### src/rtl/anim_scheduler_if.sv
// Push-button levels in, frame-step enable / pattern index / speed / mode out.
// No valid/ready handshake: pb_* are raw asynchronous levels and every output is a registered level or one-cycle pulse.
interface anim_scheduler_if;
    logic [7:0] pb_sel;
    logic       pb_faster;
    logic       pb_slower;
    logic       pb_auto;
    logic       pb_pause;
    logic       frame_tick;
    logic [2:0] pat_sel;
    logic       pat_restart;
    logic [7:0] speed;
    logic [1:0] mode;

    modport master (
        output pb_sel, pb_faster, pb_slower, pb_auto, pb_pause,
        input  frame_tick, pat_sel, pat_restart, speed, mode
    );

    modport slave (
        input  pb_sel, pb_faster, pb_slower, pb_auto, pb_pause,
        output frame_tick, pat_sel, pat_restart, speed, mode
    );
endinterface

### src/rtl/anim_scheduler.sv
// Idle-animation sequencer: button conditioning, frame tick, speed, pattern select, MANUAL/AUTO/PAUSED.
// Define ANIM_SCHED_AUTO_EN to build the AUTO mode and its dwell counter.
module anim_scheduler #(
    parameter int NPAT     = 8,
    parameter int SPD_MAX  = 20,
    parameter int SPD_STEP = 2,
    parameter int SPD_RST  = 2,
    parameter int DWELL    = 64
) (
    input  logic            hz100,
    input  logic            reset,
    anim_scheduler_if.slave io
);
    typedef enum logic [1:0] {
        MANUAL = 2'b00,
        AUTO   = 2'b01,
        PAUSED = 2'b10
    } state_t;

    localparam logic [8:0] STEP9    = 9'(SPD_STEP);
    localparam logic [8:0] MAX9     = 9'(SPD_MAX);
    localparam logic [2:0] PAT_LAST = 3'(NPAT - 1);

    logic [11:0] raw, sync1, sync2, prev, rise;
    logic        faster_ev, slower_ev, auto_ev, pause_ev, auto_go;
    logic        spd_ev, sel_ev, tick_now, adv, restart_next;
    logic        saved_auto, saved_next;
    logic [2:0]  sel_idx, pat_sel, pat_next;
    logic [7:0]  cnt, speed, speed_next;
    logic [8:0]  sum9;
    logic        frame_tick, pat_restart;
    state_t      state, state_next;

    // Bit layout: [7:0] select, 8 faster, 9 slower, 10 auto, 11 pause.
    assign raw = {io.pb_pause, io.pb_auto, io.pb_slower, io.pb_faster, io.pb_sel};

    always_ff @(posedge hz100 or negedge reset) begin
        if (!reset) begin
            sync1 <= '0;
            sync2 <= '0;
            prev  <= '0;
        end else begin
            sync1 <= raw;
            sync2 <= sync1;
            prev  <= sync2;
        end
    end

    assign rise      = sync2 & ~prev;
    assign faster_ev = rise[8];
    assign slower_ev = rise[9];
    assign auto_ev   = rise[10];
    assign pause_ev  = rise[11];

`ifdef ANIM_SCHED_AUTO_EN
    assign auto_go = auto_ev;
`else
    logic unused_auto;
    assign auto_go     = 1'b0;
    assign unused_auto = auto_ev;
`endif

    // Pressing faster and slower together cancels both.
    assign spd_ev   = faster_ev ^ slower_ev;
    assign sel_ev   = (|rise[7:0]) && $onehot(sync2[7:0]);
    assign tick_now = (state != PAUSED) && !spd_ev && (cnt == speed);

    always_comb begin
        sel_idx = 3'd0;
        for (int i = 0; i < 8; i++) begin
            if (sync2[i]) sel_idx = i[2:0];
        end
    end

    always_comb begin
        speed_next = speed;
        sum9       = {1'b0, speed} + STEP9;
        if (faster_ev && !slower_ev) begin
            speed_next = ({1'b0, speed} >= STEP9) ? (speed - STEP9[7:0]) : 8'd0;
        end else if (slower_ev && !faster_ev) begin
            speed_next = (sum9 > MAX9) ? MAX9[7:0] : sum9[7:0];
        end
    end

    // Pause outranks auto when both arrive together.
    always_comb begin
        state_next = state;
        saved_next = saved_auto;
        case (state)
            MANUAL: begin
                if (pause_ev) begin
                    state_next = PAUSED;
                    saved_next = 1'b0;
                end else if (auto_go) begin
                    state_next = AUTO;
                end
            end
            AUTO: begin
                if (pause_ev) begin
                    state_next = PAUSED;
                    saved_next = 1'b1;
                end else if (auto_go) begin
                    state_next = MANUAL;
                end
            end
            PAUSED: begin
                if (pause_ev) state_next = saved_auto ? AUTO : MANUAL;
            end
            default: state_next = MANUAL;
        endcase
    end

    always_ff @(posedge hz100 or negedge reset) begin
        if (!reset) begin
            state      <= MANUAL;
            saved_auto <= 1'b0;
        end else begin
            state      <= state_next;
            saved_auto <= saved_next;
        end
    end

`ifdef ANIM_SCHED_AUTO_EN
    localparam int DW = (DWELL > 1) ? $clog2(DWELL) : 1;
    localparam logic [DW-1:0] DWELL_LAST = DW'(DWELL - 1);

    logic [DW-1:0] dwell, dwell_next;

    // Dwell only counts ticks issued while already in AUTO; any exit or manual select restarts it.
    always_comb begin
        dwell_next = dwell;
        adv        = 1'b0;
        if (state == AUTO && tick_now) begin
            if (dwell == DWELL_LAST) begin
                adv        = 1'b1;
                dwell_next = '0;
            end else begin
                dwell_next = dwell + 1'b1;
            end
        end
        if (state_next != AUTO || sel_ev) dwell_next = '0;
    end

    always_ff @(posedge hz100 or negedge reset) begin
        if (!reset) dwell <= '0;
        else        dwell <= dwell_next;
    end
`else
    assign adv = 1'b0;
`endif

    always_comb begin
        pat_next     = pat_sel;
        restart_next = 1'b0;
        if (sel_ev) begin
            pat_next     = sel_idx;
            restart_next = 1'b1;
        end else if (adv) begin
            pat_next     = (pat_sel == PAT_LAST) ? 3'd0 : pat_sel + 3'd1;
            restart_next = 1'b1;
        end
    end

    always_ff @(posedge hz100 or negedge reset) begin
        if (!reset) begin
            cnt         <= 8'd0;
            speed       <= 8'(SPD_RST);
            pat_sel     <= 3'd0;
            frame_tick  <= 1'b0;
            pat_restart <= 1'b0;
        end else begin
            speed       <= speed_next;
            pat_sel     <= pat_next;
            frame_tick  <= tick_now;
            pat_restart <= restart_next;
            if (state != PAUSED) cnt <= (spd_ev || tick_now) ? 8'd0 : cnt + 8'd1;
        end
    end

    assign io.frame_tick  = frame_tick;
    assign io.pat_sel     = pat_sel;
    assign io.pat_restart = pat_restart;
    assign io.speed       = speed;
    assign io.mode        = state;
endmodule

### src/flat_wrapper.sv
// flat-port wrapper written by rule: the top's interface ports become plain ports
module anim_scheduler_flat 
#(
    parameter int NPAT     = 8,
    parameter int SPD_MAX  = 20,
    parameter int SPD_STEP = 2,
    parameter int SPD_RST  = 2,
    parameter int DWELL    = 64
)
  (hz100, reset, io_pb_sel, io_pb_faster, io_pb_slower, io_pb_auto, io_pb_pause, io_frame_tick, io_pat_sel, io_pat_restart, io_speed, io_mode);
  anim_scheduler_if io_i ();
  input  logic hz100;
  input  logic reset;
  input wire logic [$bits(io_i.pb_sel)-1:0] io_pb_sel;
  input wire logic [$bits(io_i.pb_faster)-1:0] io_pb_faster;
  input wire logic [$bits(io_i.pb_slower)-1:0] io_pb_slower;
  input wire logic [$bits(io_i.pb_auto)-1:0] io_pb_auto;
  input wire logic [$bits(io_i.pb_pause)-1:0] io_pb_pause;
  output wire logic [$bits(io_i.frame_tick)-1:0] io_frame_tick;
  output wire logic [$bits(io_i.pat_sel)-1:0] io_pat_sel;
  output wire logic [$bits(io_i.pat_restart)-1:0] io_pat_restart;
  output wire logic [$bits(io_i.speed)-1:0] io_speed;
  output wire logic [$bits(io_i.mode)-1:0] io_mode;
  assign io_i.pb_sel = io_pb_sel;
  assign io_i.pb_faster = io_pb_faster;
  assign io_i.pb_slower = io_pb_slower;
  assign io_i.pb_auto = io_pb_auto;
  assign io_i.pb_pause = io_pb_pause;
  assign io_frame_tick = io_i.frame_tick;
  assign io_pat_sel = io_i.pat_sel;
  assign io_pat_restart = io_i.pat_restart;
  assign io_speed = io_i.speed;
  assign io_mode = io_i.mode;
  anim_scheduler #(.NPAT(NPAT), .SPD_MAX(SPD_MAX), .SPD_STEP(SPD_STEP), .SPD_RST(SPD_RST), .DWELL(DWELL)) u_core (.hz100(hz100), .reset(reset), .io(io_i));
endmodule
### config.mk
export PLATFORM = sky130hd
export DESIGN_NAME = anim_scheduler_flat
export DESIGN_NICKNAME = d
export VERILOG_FILES = /design/src/rtl/anim_scheduler_if.sv /design/src/rtl/anim_scheduler.sv /design/src/flat_wrapper.sv
export SDC_FILE = /design/constraint.sdc
export NUM_CORES = 1
export LEC_CHECK = 0
export ABC_AREA = 1
export BUFFER_PORTS_ARGS = -buffer_cell sky130_fd_sc_hd__buf_2
export CORE_ASPECT_RATIO = 0.6
export CORE_MARGIN = 2
export CORE_UTILIZATION = 34
export CTS_CLUSTER_SIZE = 10
export DETAILED_ROUTE_END_ITERATION = 8
export SLEW_MARGIN = 30
export SYNTH_ARGS = -nofsm -noshare
export SYNTH_HDL_FRONTEND = slang
export SYNTH_SLANG_ARGS = --single-unit
### constraint.sdc
create_clock -name hz100 -period 8.57 [get_ports hz100]
set_input_delay 1.714 -clock hz100 [delete_from_list [all_inputs] [get_ports hz100]]
set_output_delay 1.714 -clock hz100 [all_outputs]
set_load 0.02 [all_outputs]
==> impl_metrics.prom <==
# TYPE chip_impl_metric gauge
chip_impl_info{name="outcome",value="complete, no violations"} 1
chip_impl_metric{name="drt.antenna.violating_nets",unit=""} 0
chip_impl_metric{name="grt_overflow_total",unit=""} 0
chip_impl_info{name="worst_path_dominant_cell_family",value="adder cells"} 1
chip_impl_metric{name="synth_top_cell_area_share",unit="%"} 51.3
chip_impl_metric{name="via_per_inst",unit=""} 4.35
chip_impl_metric{name="internal-power",unit="mW"} 0.532
chip_impl_metric{name="cts_num_sinks",unit=""} 56
chip_impl_metric{name="pwr-share-comb",unit="%"} 35.3
chip_impl_metric{name="maxClockFrequency",unit="GHz"} 0.324
chip_impl_metric{name="max_transition_margin",unit="%"} 53.9
chip_impl_metric{name="syn-mean-instance-area",unit="um^2"} 9.10
chip_impl_metric{name="ys.warnings.count",unit=""} 0
chip_impl_metric{name="place_area",unit="um^2"} 2910
chip_impl_metric{name="port-buffer-count",unit=""} 26
chip_impl_metric{name="proportion_of_layout_cells_with_a_drive_suffix_above_1",unit="%"} 14.9
chip_impl_metric{name="p_clk_share",unit="%"} 23.8
chip_impl_metric{name="die_h",unit="um"} 72.8
chip_impl_metric{name="coreArea",unit="um^2"} 7760
chip_impl_metric{name="fin_tns_setup",unit="ps"} 0
chip_impl_info{name="clock-root-buffer",value="sky130_fd_sc_hd__clkbuf_16"} 1
chip_impl_metric{name="power.leakage",unit="nW"} 1.64
chip_impl_metric{name="timing.final.crit_period",unit="ps"} 3090
chip_impl_metric{name="design.final.nets",unit=""} 353
chip_impl_metric{name="worst_ir_drop_vdd",unit="mV"} 0.0782
chip_impl_info{name="yosys.area.top_type",value="sky130_fd_sc_hd__dfrtp_1"} 1
chip_impl_metric{name="critPathArrivalTime",unit="ps"} 3260
chip_impl_metric{name="switching_share",unit="%"} 39.6
chip_impl_metric{name="tightestPinTransition",unit="ps"} 691
chip_impl_metric{name="finalMaxSlewViolations",unit=""} 0
chip_impl_metric{name="fp.dieArea",unit="um^2"} 8640
chip_impl_metric{name="number_of_hold_violations_in_the_final_report",unit=""} 0
chip_impl_info{name="crit_path_launch_type",value="register"} 1
chip_impl_metric{name="global_route_wire_length_before_repair",unit="um"} 8380
chip_impl_metric{name="io_pins",unit=""} 29
chip_impl_metric{name="grt_pass1_vias",unit=""} 1666
chip_impl_metric{name="async_flop_share",unit="%"} 100
chip_impl_metric{name="post_synth_instance_area",unit="um^2"} 2680
chip_impl_metric{name="first_iter_violations",unit=""} 112
chip_impl_metric{name="final_cell_area_excluding_filler_cells",unit="um^2"} 3070
chip_impl_metric{name="post-route-period-util",unit="%"} 36.0
chip_impl_info{name="path_cells",value="ha_1, fa_1, inv_1, fa_1, inv_1, ha_1, fa_1, nor2_1, nand2_1, inv_1, nand2_1, nand2_1, o21ai_0"} 1
chip_impl_metric{name="gp_congestion",unit=""} 0.867
chip_impl_info{name="netlist_top_cells_area",value="sky130_fd_sc_hd__dfrtp_1, sky130_fd_sc_hd__nand2_1, sky130_fd_sc_hd__inv_1, sky130_fd_sc_hd__ha_1, sky130_fd_sc_hd__nand4_1"} 1
chip_impl_info{name="crit_path_end_kind",value="register"} 1
chip_impl_info{name="worst_hold_path_type",value="reg -> reg"} 1
chip_impl_info{name="setup.worst_path.class",value="reg -> reg"} 1
chip_impl_metric{name="post_cts.resized_instances",unit=""} 0
chip_impl_metric{name="yosysUniqueCellTypes",unit=""} 32
chip_impl_metric{name="quantity_of_hold_fixing_buffers_added_after_cts",unit=""} 0
chip_impl_metric{name="cts_post_setup_buffers_inserted",unit=""} 0
chip_impl_metric{name="cts-buffers-inserted",unit=""} 5
chip_impl_metric{name="std_cell_rows",unit=""} 25
chip_impl_metric{name="synth_seq_area_share",unit="%"} 52.3
chip_impl_metric{name="fin_total_pwr",unit="mW"} 0.881
chip_impl_metric{name="insertion_delay",unit="ps"} 290
chip_impl_metric{name="die-width",unit="um"} 119
chip_impl_metric{name="clkTransAtPathRegs",unit="ps"} 70
chip_impl_metric{name="netsw",unit="mW"} 0.349
chip_impl_info{name="top_reg_cell_synth",value="sky130_fd_sc_hd__dfrtp_1"} 1
chip_impl_metric{name="count_of_flip_flops_with_a_built_in_enable_after_synthesis",unit=""} 0
chip_impl_metric{name="finalWirelength",unit="um"} 4920
chip_impl_metric{name="antenna_cells",unit=""} 0
chip_impl_metric{name="num_vias",unit=""} 1876
chip_impl_info{name="unrepaired_setup_endpoints_after_global_routing",value="false"} 1
chip_impl_metric{name="syn-num-nets",unit=""} 326
chip_impl_metric{name="worst-path-buf-inv",unit=""} 3
chip_impl_metric{name="power-per-cell-area",unit="nW/um^2"} 287
chip_impl_metric{name="antenna_found_initial",unit=""} 0
chip_impl_metric{name="initial_utilization",unit="%"} 34.6
chip_impl_info{name="critical-path-slowest-cell",value="sky130_fd_sc_hd__fa_1"} 1
chip_impl_metric{name="htree_num_levels",unit=""} 2
chip_impl_metric{name="syn_inst",unit=""} 295
chip_impl_metric{name="slowest_delay",unit="ps"} 540
chip_impl_metric{name="drv_cap",unit=""} 0
chip_impl_metric{name="critPathRequiredTime",unit="ps"} 8740
chip_impl_metric{name="cp_max_fo",unit=""} 7
chip_impl_metric{name="remaining_drc_errors",unit=""} 0
chip_impl_metric{name="drt-pass1-iter-count",unit=""} 5
chip_impl_metric{name="skew",unit="ps"} 4.03
chip_impl_metric{name="dp_hpwl",unit="um"} 3520
chip_impl_info{name="clock_tree_from_tritoncts",value="built"} 1
chip_impl_metric{name="synthToLayoutAreaGrowth",unit="%"} 14.3
chip_impl_metric{name="clock_path_buffers",unit=""} 2
chip_impl_metric{name="gr-usage-all-layers",unit="%"} 12.2
chip_impl_metric{name="sequentialPowerShare",unit="%"} 40.9
chip_impl_metric{name="ys_ff_latch",unit=""} 56
chip_impl_metric{name="avgRoutedWirePerCell",unit="um"} 11.4
chip_impl_metric{name="timing.final.setup_violations",unit=""} 0
chip_impl_metric{name="grt_start_max_net_pins",unit=""} 57
[cell type report]
class / count / area (um^2)
clock inverters: 3 / 27.5
well taps: 108 / 135
clock buffers: 5 / 125
inverters: 49 / 184
flip-flops and latches: 56 / 1400
multi-input cells: 183 / 1050
fillers: 790 / 4690
repair buffers: 27 / 138
[metrics by stage]
step	hold slack, ps	setup WS (ps)	util [%]	std cells
global route	357	5250	39.5	431
floorplan	331	5680	-	295
finish	351	5480	39.5	431
global placement	333	5490	37.6	423
CTS	353	5460	39.5	431
detailed placement	336	5460	37.6	423
[per-layer routing]
metal | wire, um | vias to the layer above | track usage [%]
met5 | 0 | - | 0
met4 | 40 | 0 | 2.78
met3 | 248 | 5 | 3.20
met2 | 1860 | 49 | 15.6
met1 | 2770 | 843 | 20.0
li1 | - | 979 | -
[Yosys cell counts, types with 7 or more instances]
master	n
sky130_fd_sc_hd__xor2_1	7
sky130_fd_sc_hd__ha_1	13
sky130_fd_sc_hd__o21ai_0	7
sky130_fd_sc_hd__nor2_1	19
sky130_fd_sc_hd__inv_1	45
sky130_fd_sc_hd__nand4_1	16
sky130_fd_sc_hd__nand3_1	13
sky130_fd_sc_hd__nand2_1	73
sky130_fd_sc_hd__dfrtp_1	55
[registers in the layout, indices dropped and copies added (netlist names)]
name                   flops
u_core.io.speed            7
u_core.io.pat_restart      1
u_core.io.frame_tick       1
u_core.saved_auto          1
u_core.io.pat_sel          3
u_core.prev               11
u_core.io.mode             2
u_core.cnt                 8
u_core.sync1              11
u_core.sync2              11
[path summary, 6_finish.rpt]
check	start	to	slack, ps	depth (start not counted)
max in group asynchronous	reset	u_core.prev[0]	6570	2
min reg2reg	u_core.sync1[0]	u_core.sync2[0]	350	0
min in group asynchronous	reset	u_core.io.speed[4]	1510	2
max reg2reg	u_core.sync2[7]	u_core.io.pat_sel[1]	5480	13
max	u_core.sync2[7]	u_core.io.pat_sel[1]	5480	13
min	u_core.sync1[0]	u_core.sync2[0]	350	0
[cell usage in the layout (no fill, tap or decap), drive strengths merged]
cell / Yosys / layout
clkinvlp: 0 / 1
nor2: 23 / 23
clkinv: 1 / 2
a21oi: 5 / 5
nand2: 76 / 76
nand3: 13 / 13
xnor2: 4 / 4
buf: 6 / 27
fa: 4 / 4
conb: 1 / 1
ha: 13 / 13
o22ai: 4 / 4
dfstp: 1 / 1
o21ai: 7 / 7
nor3: 4 / 4
a31oi: 1 / 1
xor2: 7 / 7
nand3b: 1 / 1
clkbuf: 1 / 5
inv: 48 / 49
dfrtp: 55 / 55
o31ai: 1 / 1
or2: 1 / 1
nand4: 16 / 16
nor4: 1 / 1
o21bai: 1 / 1
[cells by family after synthesis]
logic type	after synthesis	synth area share [%]
AOI/OAI and AO/OA	19	4.10
xor gates and xnor gates	11	3.59
adders and majority gates	17	9.04
buffers and inverters	56	8.44
DFF	56	52.3
other	1	0.140
and+or+nand+nor	135	22.4
[power by group through the flow]
stage                     combinational, mW  clock (mW)  sequential (mW)
after CTS                             0.310       0.216            0.360
after floorplan                       0.215           0            0.379
after detailed placement              0.308           0            0.365
after global routing                  0.352       0.227            0.368
final                                 0.311       0.210            0.361
after global placement                0.306           0            0.365
Power figures use the tool's default switching activity.
